### config.mk
export PLATFORM = sky130hd
export DESIGN_NAME = symbol_packer_flat
export DESIGN_NICKNAME = d
export VERILOG_FILES = /design/src/rtl/symbol_packer_if.sv /design/src/rtl/symbol_packer.sv /design/src/flat_wrapper.sv
export SDC_FILE = /design/constraint.sdc
export NUM_CORES = 1
export LEC_CHECK = 0
export ABC_CLOCK_PERIOD_IN_PS = 3200
export BUFFER_PORTS_ARGS = -buffer_cell sky130_fd_sc_hd__buf_2
export CORE_MARGIN = 2
export CORE_UTILIZATION = 40
export CTS_BUF_LIST = sky130_fd_sc_hd__clkbuf_4 sky130_fd_sc_hd__clkbuf_8
export DETAILED_ROUTE_END_ITERATION = 10
export GPL_ROUTABILITY_DRIVEN = 0
export SYNTH_ARGS = -nofsm -noshare
export SYNTH_HDL_FRONTEND = slang
export SYNTH_SLANG_ARGS = --single-unit
### constraint.sdc
create_clock -name clk -period 3.2 [get_ports clk]
set_clock_uncertainty 0.05 [all_clocks]
set_input_delay 0.16 -clock clk [delete_from_list [all_inputs] [get_ports clk]]
set_output_delay 0.16 -clock clk [all_outputs]
set_load 0.03 [all_outputs]
### src/rtl/symbol_packer_if.sv
// Serial-bit and packed-symbol bus of the symbol packer.
// slave: packer side; master: bit source / downstream consumer side.
interface symbol_packer_if #(
  parameter int BITS_WIDTH = 5,
  parameter int CNT_WIDTH  = 8
);
  logic                  bit_in;
  logic                  bit_valid;
  logic                  sync;
  logic [BITS_WIDTH-1:0] data;
  logic                  data_valid;
  logic                  data_ready;
  logic                  ovf;
  logic [CNT_WIDTH-1:0]  ovf_cnt;

  modport slave (
    input  bit_in, bit_valid, sync, data_ready,
    output data, data_valid, ovf, ovf_cnt
  );

  modport master (
    output bit_in, bit_valid, sync, data_ready,
    input  data, data_valid, ovf, ovf_cnt
  );
endinterface

### src/rtl/symbol_packer.sv
// Packs serial bits LSB-first into BITS_WIDTH-bit symbols behind a one-entry output buffer.
// Optional macro SYMBOL_PACKER_OVF_CNT_EN builds the saturating dropped-symbol counter.
module symbol_packer #(
  parameter int BITS_WIDTH = 5,
  parameter int CNT_WIDTH  = 8
) (
  input  logic            clk,
  input  logic            rst,
  symbol_packer_if.slave  bus
);

  localparam int CW = (BITS_WIDTH > 1) ? $clog2(BITS_WIDTH) : 1;
  localparam logic [CW-1:0] LAST_CNT = CW'(BITS_WIDTH - 1);

  typedef enum logic [0:0] {
    ST_EMPTY = 1'b0,
    ST_FULL  = 1'b1
  } state_t;

  state_t                state_r;
  state_t                state_next_s;
  logic [CW-1:0]         bit_cnt_r;
  logic [BITS_WIDTH-1:0] shift_r;
  logic [BITS_WIDTH-1:0] data_r;
  logic                  ovf_r;

  logic [CW-1:0]         eff_cnt_s;
  logic [BITS_WIDTH-1:0] eff_shift_s;
  logic [BITS_WIDTH-1:0] new_sym_s;
  logic                  complete_s;
  logic                  load_s;
  logic                  drop_s;

  // Sync restarts the symbol, so a bit accepted alongside it lands at position 0.
  always_comb begin
    eff_cnt_s   = sync_sel_cnt(bus.sync, bit_cnt_r);
    eff_shift_s = bus.sync ? {BITS_WIDTH{1'b0}} : shift_r;
    new_sym_s   = eff_shift_s;
    for (int i = 0; i < BITS_WIDTH; i++) begin
      if (eff_cnt_s == CW'(i)) begin
        new_sym_s[i] = bus.bit_in;
      end else begin
        new_sym_s[i] = eff_shift_s[i];
      end
    end
    complete_s = bus.bit_valid && (eff_cnt_s == LAST_CNT);
  end

  function automatic logic [CW-1:0] sync_sel_cnt(input logic s, input logic [CW-1:0] c);
    return s ? {CW{1'b0}} : c;
  endfunction

  // Buffer state register.
  always_ff @(posedge clk or posedge rst) begin
    if (rst) begin
      state_r <= ST_EMPTY;
    end else begin
      state_r <= state_next_s;
    end
  end

  // Buffer next-state: a completion always leaves the buffer FULL.
  always_comb begin
    state_next_s = state_r;
    case (state_r)
      ST_EMPTY: begin
        if (complete_s) state_next_s = ST_FULL;
        else            state_next_s = ST_EMPTY;
      end
      ST_FULL: begin
        if (!complete_s && bus.data_ready) state_next_s = ST_EMPTY;
        else                               state_next_s = ST_FULL;
      end
      default: state_next_s = ST_EMPTY;
    endcase
  end

  // Buffer outputs: load when room exists (or is being freed), else drop.
  always_comb begin
    load_s = 1'b0;
    drop_s = 1'b0;
    case (state_r)
      ST_EMPTY: begin
        load_s = complete_s;
        drop_s = 1'b0;
      end
      ST_FULL: begin
        if (complete_s) begin
          load_s = bus.data_ready;
          drop_s = !bus.data_ready;
        end else begin
          load_s = 1'b0;
          drop_s = 1'b0;
        end
      end
      default: begin
        load_s = 1'b0;
        drop_s = 1'b0;
      end
    endcase
  end

  // Bit counter and partial-symbol shift register.
  always_ff @(posedge clk or posedge rst) begin
    if (rst) begin
      bit_cnt_r <= {CW{1'b0}};
      shift_r   <= {BITS_WIDTH{1'b0}};
    end else if (complete_s) begin
      bit_cnt_r <= {CW{1'b0}};
      shift_r   <= {BITS_WIDTH{1'b0}};
    end else if (bus.bit_valid) begin
      bit_cnt_r <= eff_cnt_s + CW'(1);
      shift_r   <= new_sym_s;
    end else if (bus.sync) begin
      bit_cnt_r <= {CW{1'b0}};
      shift_r   <= {BITS_WIDTH{1'b0}};
    end else begin
      bit_cnt_r <= bit_cnt_r;
      shift_r   <= shift_r;
    end
  end

  // Output data register and overflow pulse.
  always_ff @(posedge clk or posedge rst) begin
    if (rst) begin
      data_r <= {BITS_WIDTH{1'b0}};
      ovf_r  <= 1'b0;
    end else begin
      data_r <= load_s ? new_sym_s : data_r;
      ovf_r  <= drop_s;
    end
  end

`ifdef SYMBOL_PACKER_OVF_CNT_EN
  logic [CNT_WIDTH-1:0] ovf_cnt_r;

  // Saturating count of dropped symbols.
  always_ff @(posedge clk or posedge rst) begin
    if (rst) begin
      ovf_cnt_r <= {CNT_WIDTH{1'b0}};
    end else if (drop_s && (ovf_cnt_r != {CNT_WIDTH{1'b1}})) begin
      ovf_cnt_r <= ovf_cnt_r + CNT_WIDTH'(1);
    end else begin
      ovf_cnt_r <= ovf_cnt_r;
    end
  end

  assign bus.ovf_cnt = ovf_cnt_r;
`else
  assign bus.ovf_cnt = {CNT_WIDTH{1'b0}};
`endif

  assign bus.data       = data_r;
  assign bus.data_valid = (state_r == ST_FULL);
  assign bus.ovf        = ovf_r;

endmodule

### src/flat_wrapper.sv
// flat-port wrapper written by rule: the top's interface ports become plain ports
module symbol_packer_flat 
#(
  parameter int BITS_WIDTH = 5,
  parameter int CNT_WIDTH  = 8
)
  (clk, rst, bus_bit_in, bus_bit_valid, bus_sync, bus_data_ready, bus_data, bus_data_valid, bus_ovf, bus_ovf_cnt);
  symbol_packer_if #(.BITS_WIDTH(BITS_WIDTH), .CNT_WIDTH(CNT_WIDTH)) bus_i ();
  input  logic clk;
  input  logic rst;
  input wire logic [$bits(bus_i.bit_in)-1:0] bus_bit_in;
  input wire logic [$bits(bus_i.bit_valid)-1:0] bus_bit_valid;
  input wire logic [$bits(bus_i.sync)-1:0] bus_sync;
  input wire logic [$bits(bus_i.data_ready)-1:0] bus_data_ready;
  output wire logic [$bits(bus_i.data)-1:0] bus_data;
  output wire logic [$bits(bus_i.data_valid)-1:0] bus_data_valid;
  output wire logic [$bits(bus_i.ovf)-1:0] bus_ovf;
  output wire logic [$bits(bus_i.ovf_cnt)-1:0] bus_ovf_cnt;
  assign bus_i.bit_in = bus_bit_in;
  assign bus_i.bit_valid = bus_bit_valid;
  assign bus_i.sync = bus_sync;
  assign bus_i.data_ready = bus_data_ready;
  assign bus_data = bus_i.data;
  assign bus_data_valid = bus_i.data_valid;
  assign bus_ovf = bus_i.ovf;
  assign bus_ovf_cnt = bus_i.ovf_cnt;
  symbol_packer #(.BITS_WIDTH(BITS_WIDTH), .CNT_WIDTH(CNT_WIDTH)) u_core (.clk(clk), .rst(rst), .bus(bus_i));
endmodule
==> out/results.ini <==
[run_status]
outcome = finished, final reports clean

[placement]
hpwl_um = 989
dp.cells = 110
io_buffers = 12

[worst_setup_path]
reg2reg_depth = 3
crit_buf_inv = 0
cp_slowest_cell = dfrtp_1
crit_chain = nor4b_4, nand3_4, mux2_4
rrSetupSlack_ns = 1.61
critPathMaxStageDelay_ns = 0.48
path_depth = 3
cp-start-kind = register
r2r_start = u_core.bit_cnt_r[0]
critPathKind = register to register
cp_max_fo = 8
r2r_end = u_core.bus.data[0]
cp_top_family = simple AND/OR/NAND/NOR gates
crit_path_end_kind = register
cp.required_ns = 3.32
worstPathArrival_ns = 1.71

[hold_path]
min_from = bus_data_ready
holdPathEnd = u_core.bus.ovf
hold-path-cell-count = 3
min_path_type = input pin to register

[sta]
rsz0062_at_grt = no
finalCriticalPeriod_ns = 1.59
worst_pin_slew_ns = 0.579
setup_viol = 0
tns_ns = 0
holdWs_ns = 0.149
report.final.slew_viol_count = 0
slew_headroom = 0.614
min_period_over_period = 0.497
fmax_mhz = 629
hold_violations = 0

[power]
worst_ir_drop_vdd_mv = 0.285
p_leak_uw = 0.000455
powerDensity_nw_per_um2 = 470

[route]
vias_per_cell = 4.46
drt_pre_antenna_iters = 4
drtAntennaViolNets = 0
vias = 513
wl_per_cell_um = 11.8
finalWirelength_um = 1360
drt_drc_violations_left = 0
drt_iter0_drc = 7

[cells_and_area]
fin_cells = 115
drive_gt1_frac = 0.239
area_growth_pct = 11.4
antenna_cells = 0
most-common-layout-cells = 15 x dfrtp_1, 12 x buf_2, 8 x conb_1, 7 x nand2b_1
nFillCells = 199
fin_nets = 96
final_common_cell = dfrtp_1

[grt]
grt_max_degree = 16
grt_pass1_vias = 484
grt_overflow_total = 0
grt_pass1_wl_um = 2350
gr-usage-all-layers = 0.131
antenna_found_initial = 0

[floorplan]
ios = 21
core_um2 = 1940
start_util = 0.418
dieArea_um2 = 2410
die_x_um = 49.1
placementRows = 16
die_h_um = 49.1

[clock_network]
cts_buffers = 3
clock_tree.root_cell = clkbuf_4
clk_pin_slew_ns = 0.11
tritoncts = built
cts_setup_buffers = 0
holdBufCountCts = 1
clk_path_buf_depth = 2
cts_resized = 0
clk-insertion-delay-late_ns = 0.29
cts.sink_count = 15
htreeDepth = 1

[logic_synthesis]
avgSynthCellArea_um2 = 11.0
synth_seq_cells = 15
yosysWarnings = 0
synth_area_um2 = 812
syn_inst = 74
synth.distinct_cells = 24
synth-seq-area-share = 0.462

[job]
cap_violations = 0

sequential cells by signal, indices dropped and copies added, names as in the netlist:
register,cells
u_core.shift_r,5
u_core.bus.data_valid,1
u_core.bus.ovf,1
u_core.bus.data,5
u_core.bit_cnt_r,3
tightest hold or removal path, stage by stage:
cell	delay [ns]
buf_2	0.07
nand2b_1	0.17
nor2_1	0.06
how the worst max path moves through the flow:
stage                         from  slack [ns]                 end
3_5_place_dp   u_core.bit_cnt_r[0]        1.62  u_core.bus.data[4]
6_report       u_core.bit_cnt_r[0]        1.61  u_core.bus.data[0]
3_3_place_gp   u_core.bit_cnt_r[0]        1.63  u_core.bus.data[4]
5_1_grt        u_core.bit_cnt_r[0]        1.48   u_core.shift_r[3]
4_1_cts        u_core.bit_cnt_r[0]        1.60  u_core.bus.data[0]
2_1_floorplan  u_core.bit_cnt_r[0]        1.76  u_core.bus.data[0]
Yosys cell counts (all sizes together):
cell,n,area (um2)
buf,8,60.1
nor4b,1,23.8
nor3b,5,37.5
mux2,3,41.3
a21oi,1,5.00
conb,1,3.75
clkbuf,2,7.51
nand2,3,11.3
o22ai,1,6.26
inv,6,22.5
xnor2,1,8.76
ha,1,12.5
o211ai,1,7.51
nor3,1,5.00
nand2b,7,43.8
or2b,1,7.51
nor2,4,15.0
dfrtp,15,375
mux2i,6,60.1
nand3,1,17.5
o21ai,1,5.00
o32ai,3,26.3
and3b,1,8.76
cells by family after synthesis:
family / after synthesis / share of synthesized area
compound gates: 7 / 0.0616
xor+xnor: 1 / 0.0108
fa+ha+maj: 1 / 0.0154
buf+inv: 16 / 0.111
flops: 15 / 0.462
mux: 9 / 0.125
other cells: 1 / 0.00462
simple gates: 24 / 0.210
report_power, final:
part           internal, uW  switching [uW]
Combinational          29.7            63.8
Sequential              206            13.2
Clock                  47.5            65.4
Total                   283             142
cell type report:
| type | instances | area (um2) | share of cell area |
|---|---|---|---|
| Sequential cell | 15 | 375 | 0.415 |
| Multi-Input combinational cell | 50 | 373 | 0.412 |
| Timing Repair Buffer | 13 | 70.1 | 0.0775 |
| Tap cell | 27 | 33.8 | 0.0373 |
| Clock buffer | 3 | 22.5 | 0.0249 |
| Inverter | 6 | 22.5 | 0.0249 |
| Clock inverter | 1 | 7.51 | 0.00830 |
routing by layer:
metal	track usage	vias up	part of all wire
met5	0	-	0
met3	0.0583	2	0.042
met2	0.185	12	0.40
li1	-	264	-
met4	0.0429	0	0.011
met1	0.178	235	0.55
per-stage QoR:
stage	instance area [um2]	util	setup slack (ns)	power, uW
final	905	0.466	1.61	425
after global routing	905	0.466	1.48	450
after CTS	905	0.466	1.60	432
after detailed placement	865	0.445	1.62	316
after global placement	865	0.445	1.63	316
after floorplan	838	-	1.76	299
No activity file was read; power rests on OpenSTA's default activity.
